File: src/rtl/id_ex_stage.sv
// id_ex_stage: ID/EX pipeline register with ALU-control decode, EX operand forwarding and ALUSrc select.
//   Inputs : clk, rst_n (async, active-low), stall, flush, id_* decoded fields,
//            fwd_a/fwd_b forward selects, exmem_result/memwb_result forwarded values.
//   Outputs: alu_ctrl/alu_a/alu_b to the ALU, ex_store_data, ex_write_reg, ex_rs/ex_rt,
//            ex_* control bits, ex_valid, bubble_cnt.
//   Macro  : ID_EX_BUBBLE_CNT_EN enables the saturating 16-bit bubble counter (else bubble_cnt = 0).
module id_ex_stage #(
    parameter int DW = 32,
    parameter int RW = 5
) (
    input  logic          clk,
    input  logic          rst_n,
    input  logic          stall,
    input  logic          flush,
    input  logic          id_valid,
    input  logic [1:0]    id_alu_op,
    input  logic [5:0]    id_funct,
    input  logic [DW-1:0] id_rs_data,
    input  logic [DW-1:0] id_rt_data,
    input  logic [DW-1:0] id_imm,
    input  logic [RW-1:0] id_rs,
    input  logic [RW-1:0] id_rt,
    input  logic [RW-1:0] id_rd,
    input  logic          id_reg_write,
    input  logic          id_mem_read,
    input  logic          id_mem_write,
    input  logic          id_mem_to_reg,
    input  logic          id_branch,
    input  logic          id_alu_src,
    input  logic          id_reg_dst,
    input  logic [1:0]    fwd_a,
    input  logic [1:0]    fwd_b,
    input  logic [DW-1:0] exmem_result,
    input  logic [DW-1:0] memwb_result,
    output logic [3:0]    alu_ctrl,
    output logic [DW-1:0] alu_a,
    output logic [DW-1:0] alu_b,
    output logic [DW-1:0] ex_store_data,
    output logic [RW-1:0] ex_write_reg,
    output logic [RW-1:0] ex_rs,
    output logic [RW-1:0] ex_rt,
    output logic          ex_reg_write,
    output logic          ex_mem_read,
    output logic          ex_mem_write,
    output logic          ex_mem_to_reg,
    output logic          ex_branch,
    output logic          ex_valid,
    output logic [15:0]   bubble_cnt
);
    localparam logic [3:0] CTRL_ADD = 4'b0010;

    logic [DW-1:0] ex_rs_data, ex_rt_data, ex_imm, fwd_b_val;
    logic          ex_alu_src;
    logic [3:0]    ctrl_d;

    always_comb begin
        ctrl_d = 4'b1111;
        case (id_alu_op)
            2'b00: ctrl_d = 4'b0010;
            2'b01: ctrl_d = 4'b0110;
            2'b11: ctrl_d = 4'b0001;
            default:
                case (id_funct)
                    6'b100000: ctrl_d = 4'b0010;
                    6'b100010: ctrl_d = 4'b0110;
                    6'b100100: ctrl_d = 4'b0000;
                    6'b100101: ctrl_d = 4'b0001;
                    6'b101010: ctrl_d = 4'b0111;
                    default:   ctrl_d = 4'b1111;
                endcase
        endcase
    end

    always_ff @(posedge clk or negedge rst_n) begin
        if (!rst_n) begin
            ex_valid      <= 1'b0;
            alu_ctrl      <= CTRL_ADD;
            ex_rs_data    <= '0;
            ex_rt_data    <= '0;
            ex_imm        <= '0;
            ex_rs         <= '0;
            ex_rt         <= '0;
            ex_write_reg  <= '0;
            ex_reg_write  <= 1'b0;
            ex_mem_read   <= 1'b0;
            ex_mem_write  <= 1'b0;
            ex_mem_to_reg <= 1'b0;
            ex_branch     <= 1'b0;
            ex_alu_src    <= 1'b0;
        end else if (flush) begin
            ex_valid      <= 1'b0;
            alu_ctrl      <= CTRL_ADD;
            ex_rs_data    <= '0;
            ex_rt_data    <= '0;
            ex_imm        <= '0;
            ex_rs         <= '0;
            ex_rt         <= '0;
            ex_write_reg  <= '0;
            ex_reg_write  <= 1'b0;
            ex_mem_read   <= 1'b0;
            ex_mem_write  <= 1'b0;
            ex_mem_to_reg <= 1'b0;
            ex_branch     <= 1'b0;
            ex_alu_src    <= 1'b0;
        end else if (!stall) begin
            ex_valid      <= id_valid;
            alu_ctrl      <= ctrl_d;
            ex_rs_data    <= id_rs_data;
            ex_rt_data    <= id_rt_data;
            ex_imm        <= id_imm;
            ex_rs         <= id_rs;
            ex_rt         <= id_rt;
            ex_write_reg  <= id_reg_dst ? id_rd : id_rt;
            ex_reg_write  <= id_reg_write;
            ex_mem_read   <= id_mem_read;
            ex_mem_write  <= id_mem_write;
            ex_mem_to_reg <= id_mem_to_reg;
            ex_branch     <= id_branch;
            ex_alu_src    <= id_alu_src;
        end
    end

    // Select 2'b11 falls back to the register value.
    assign alu_a = fwd_a == 2'b10 ? exmem_result :
                   fwd_a == 2'b01 ? memwb_result : ex_rs_data;
    assign fwd_b_val = fwd_b == 2'b10 ? exmem_result :
                       fwd_b == 2'b01 ? memwb_result : ex_rt_data;
    assign alu_b = ex_alu_src ? ex_imm : fwd_b_val;
    assign ex_store_data = fwd_b_val;

`ifdef ID_EX_BUBBLE_CNT_EN
    logic [15:0] cnt;
    // Counts edges whose next ex_valid is 0; a plain stall keeps the stage as-is and is not a bubble.
    always_ff @(posedge clk or negedge rst_n) begin
        if (!rst_n)
            cnt <= '0;
        else if ((flush || (!stall && !id_valid)) && cnt != 16'hFFFF)
            cnt <= cnt + 16'd1;
    end
    assign bubble_cnt = cnt;
`else
    assign bubble_cnt = 16'h0000;
`endif
endmodule

File: config.mk
export PLATFORM = sky130hd
export DESIGN_NAME = id_ex_stage
export DESIGN_NICKNAME = d
export VERILOG_FILES = /design/src/rtl/id_ex_stage.sv
export SDC_FILE = /design/constraint.sdc
export NUM_CORES = 1
export LEC_CHECK = 0
export CORE_ASPECT_RATIO = 0.8
export CORE_MARGIN = 2
export CORE_UTILIZATION = 48
export CTS_CLUSTER_DIAMETER = 150
export DETAILED_ROUTE_END_ITERATION = 6
export PLACE_DENSITY = 0.85
export RECOVER_POWER = 25
export SETUP_SLACK_MARGIN = 0.02
export SLEW_MARGIN = 5
export SYNTH_ARGS = -nofsm -noshare
export SYNTH_HDL_FRONTEND = slang
export SYNTH_SLANG_ARGS = --single-unit
File: constraint.sdc
create_clock -name clk -period 3.28 [get_ports clk]
set_input_delay 0.656 -clock clk [delete_from_list [all_inputs] [get_ports clk]]
set_output_delay 0.656 -clock clk [all_outputs]
set_load 0.02 [all_outputs]
==> results.tsv <==
stage	metric	value	unit
clock_tree	H-tree Lvls	4	
logic_synthesis	post-synthesis compound-gate area fraction	13.38	%
route	final WL	26320	um
logic_synthesis	Post-Synthesis Cells	827	
floorplanning	die height	120.7	um
route	DRT iter0 DRCs	441	
power_and_ir_drop	switching share of power	29.17	%
layout	Reg area	0.003055	sq mm
floorplanning	IO Pins	336	
clock_tree	CTS root buf	clkbuf_16	
floorplanning	Starting Density	49.16	%
clock_tree	cts bufs inserted	17	
route	metal2 WL	12710	um
logic_synthesis	Synth Area in Simple Gates	12.02	%
logic_synthesis	XOR/XNOR Fraction of Synth Area	0.1073	%
timing	WHS	0.4743	ns
worst_setup_path	Critical R2R Capture	ex_alu_src	
timing	Setup Total Neg Slack	0	ns
worst_setup_path	Levels on crit path	5	
power_and_ir_drop	Leakage	5.462	nW
route	# DRC	0	
worst_hold_path	Hold Path Cell Cnt	2	
worst_setup_path	Critical Path RT	2.62	ns
worst_setup_path	crit path max-delay cell type	clkdlybuf4s50_1	
worst_setup_path	critical path's largest stage delay	0.67	ns
worst_setup_path	R2R depth	3	
timing	Tmin final	3.079	ns
route	Top Metal Used	met5	
route	antenna viol nets, final	0	
power_and_ir_drop	Seq pwr share	32.5	%
route	met3 wire length	2386	um
global_route	GRT Util Overall	28.61	%
timing	Worst Tran Pin Value	2.389	ns
global_route	global-route wire length before repair	39760	um
worst_setup_path	worst path arrival time	2.42	ns
power_and_ir_drop	worst vdd ir	0.3269	mV
global_route	GRT overflow	0	
clock_tree	clock latency on the worst-skew pair	0.40	ns
layout	Area Overhead vs Synth	47.92	%
timing	final-report setup violation count	0	
timing	RSZ-0062 raised after global routing	false	
floorplanning	Core Area	0.01661	sq mm
placed_design	gpl congestion	0.8775	
layout	share of post-route cells with drive strength above 1	12.77	%
route	Via density	5.419	
floorplanning	Die W	149.8	um
worst_setup_path	family with the most delay on the worst path	buffers and inverters	
flow_run	Max-Cap Viols	1	
power_and_ir_drop	Pwr Density	421.5	mW/mm^2
worst_hold_path	min-delay src	alu_ctrl[0]	
worst_setup_path	CP endpoint kind	output port	
power_and_ir_drop	Psw	1.485	mW
timing	Slew HR	-59.29	%
logic_synthesis	Syn. warnings	0	
timing	worst-case clock skew	0	ns
placed_design	detailed placement HPWL	18910	um
worst_hold_path	hold path endpoint	alu_ctrl[0]	
clock_tree	hold buffers post-CTS	0	
layout	largest registers	ex_imm x32, ex_rs_data x32, ex_rt_data x32	
logic_synthesis	adder-cell share of the synthesized area	0	%
timing	Max Clock Freq	324.8	MHz
floorplanning	FP Rows	42	
worst_setup_path	crit-path max FO	64	
logic_synthesis	post-synthesis sequential area ratio	37.41	%
power_and_ir_drop	Int Pwr	3.605	mW
worst_hold_path	Hold Path Class	register to register	
worst_setup_path	worst r2r src	ex_alu_src	
power_and_ir_drop	total power	5.090	mW
route	Post-Route M1 WL	10700	um
layout	# fillers	1245	
power_and_ir_drop	clock network power share	38.0	%
logic_synthesis	largest family of logic cells by synthesized area	multiplexers	
clock_tree	TritonCTS Sinks	122	
global_route	initial antenna violation count	2	
worst_setup_path	FF-to-FF setup slack	2.03	ns
run_status	run status	finished with violations	
worst_setup_path	crit path kind	primary input to output port	
layout	nets	1329	
timing	Hold Violations, Final	0	
route	total iterations of the first detailed-routing run	5	
placed_design	IO Port Bufs	319	
timing	max-slew violations	39	
clock_tree	clock-pin transition on the worst setup and hold timing paths	0.05	ns
timing	fin crit share	93.87	%
route	per-cell routed wire length	19.29	um
run_status	failing checks	capacitance limit, slew limit	
clock_tree	CTS tree	built	
global_route	largest net degree at the start of global routing	68	
global_route	vias in the first global route	7290	
logic_synthesis	flops & latches, synth	122	
clock_tree	Post-CTS Resized	0	
logic_synthesis	post-synthesis cell type count	33	
worst_setup_path	startpoint type of the worst setup path	primary input	
power_and_ir_drop	combinational fraction of design power	29.5	%
worst_setup_path	critical path cell sequence	buf_2 > buf_4 > nor2_1 > a21oi_1 > clkdlybuf4s50_1	
layout	footprint of the multi-input gates	0.004446	sq mm
logic_synthesis	Avg Inst Size Synth	9.872	sq um
floorplanning	Die ar.	0.01807	sq mm
clock_tree	clock buffer depth	2	
logic_synthesis	Mapped Area	0.008164	sq mm
logic_synthesis	multiplexer area fraction after synthesis	28.12	%
route	routed via count	7392	
worst_setup_path	WP buf/inv	3	
==> cells in the mapped netlist (all sizes together) <==
library cell,number,area (sq um)
mux2i,184,1842
nor2,183,686.9
dfrtp,121,3028
a21oi,64,320.3
buf,64,516.7
mux2,37,454.2
nor2b,36,225.2
inv,33,123.9
a211oi,32,240.2
a221oi,32,468.0
clkbuf,23,87.58
nand2,3,11.26
nor4,2,12.51
a2111o,1,11.26
a2111oi,1,27.53
a22o,1,8.760
conb,1,3.750
dfstp,1,26.28
nor3,1,5.000
nor4b,1,15.01
o21bai,1,7.510
o41ai,1,8.760
or2,1,6.260
or2b,1,7.510
or3b,1,11.26
xor2,1,8.760
==> worst max-delay path by stage <==
stage,start,slack [ns],end
2_1_floorplan,fwd_b[0],0.95,alu_b[31]
3_3_place_gp,fwd_b[1],0.10,alu_b[31]
3_5_place_dp,fwd_b[1],0.10,alu_b[31]
4_1_cts,ex_alu_src,0.02,alu_b[31]
5_1_grt,fwd_b[1],0.12,ex_store_data[30]
6_report,fwd_b[1],0.20,ex_store_data[30]
==> metal layers <==
metal / track usage, % / vias up
li1: - / 3472
met1: 36.38 / 3549
met2: 47.49 / 333
met3: 7.585 / 36
met4: 9.257 / 2
met5: 0 / -
==> layout make-up <==
| type | count | area share (%) |
|---|---|---|
| diodes | 1 | 0.02072 |
| clock buffers | 22 | 3.927 |
| clock inverters | 10 | 1.171 |
| inverters | 33 | 1.026 |
| multi-input cells | 600 | 36.81 |
| flip-flops and latches | 122 | 25.30 |
| well taps | 220 | 2.279 |
| repair buffers | 356 | 29.47 |
==> worst min-delay path, delay by kind of cell (launching register included) <==
| family | cells | cell delay (ns) |
|---|---|---|
| compound gates | 1 | 0.05 |
| flops | 1 | 0.34 |
| simple gates | 1 | 0.05 |
==> power by group through the flow <==
stage                     combinational (mW)  clock, mW  sequential (mW)
final                                   1.50       1.94             1.65
after detailed placement                1.47          0             1.68
after floorplan                        0.780          0             1.68
after global placement                  1.46          0             1.67
after global routing                    1.59       2.04             1.66
after CTS                               1.49       1.97             1.65
==> kinds of logic after synthesis <==
| family | count (synthesis) |
|---|---|
| simple gates | 229 |
| mux | 221 |
| compound gates | 133 |
| flops | 122 |
| buf+inv | 120 |
| xor+xnor | 1 |
| other cells | 1 |
==> layout by cell type, fill, tap and decap left out, types with 2 or more instances in the layout <==
| cell | instances |
|---|---|
| clkdlybuf4s50_1 | 312 |
| nor4_1 | 2 |
| bufinv_16 | 3 |
| inv_1 | 33 |
| nand2_1 | 3 |
| nor2_1 | 183 |
| buf_12 | 9 |
| dfrtp_1 | 120 |
| mux2_4 | 10 |
| a221oi_1 | 2 |
| clkbuf_1 | 3 |
| clkbuf_8 | 3 |
| conb_1 | 16 |
| nor2b_1 | 35 |
| buf_2 | 2 |
| buf_4 | 30 |
| mux2_2 | 27 |
| a221oi_2 | 30 |
| a211oi_1 | 32 |
| mux2i_1 | 184 |
| clkinvlp_4 | 5 |
| a21oi_1 | 64 |
| clkbuf_16 | 17 |
==> timing repair <==
item | 4_1_cts | 5_1_grt
setup buffers | 0 | 11
setup endpoints to repair | 0 | 14
hold endpoints to repair | 0 | 0
==> metrics by stage <==
stage	instances	setup slack (ns)	cell area (sq um)	utilization [%]
after floorplan	842	0.9541	8220	-
after global placement	1320	0.1045	11370	68.47
after detailed placement	1320	0.1021	11370	68.47
after CTS	1352	0.02301	11990	72.17
after global routing	1364	0.1231	12080	72.72
final	1364	0.2011	12080	72.72
No activity file was read; power rests on OpenSTA's default activity.
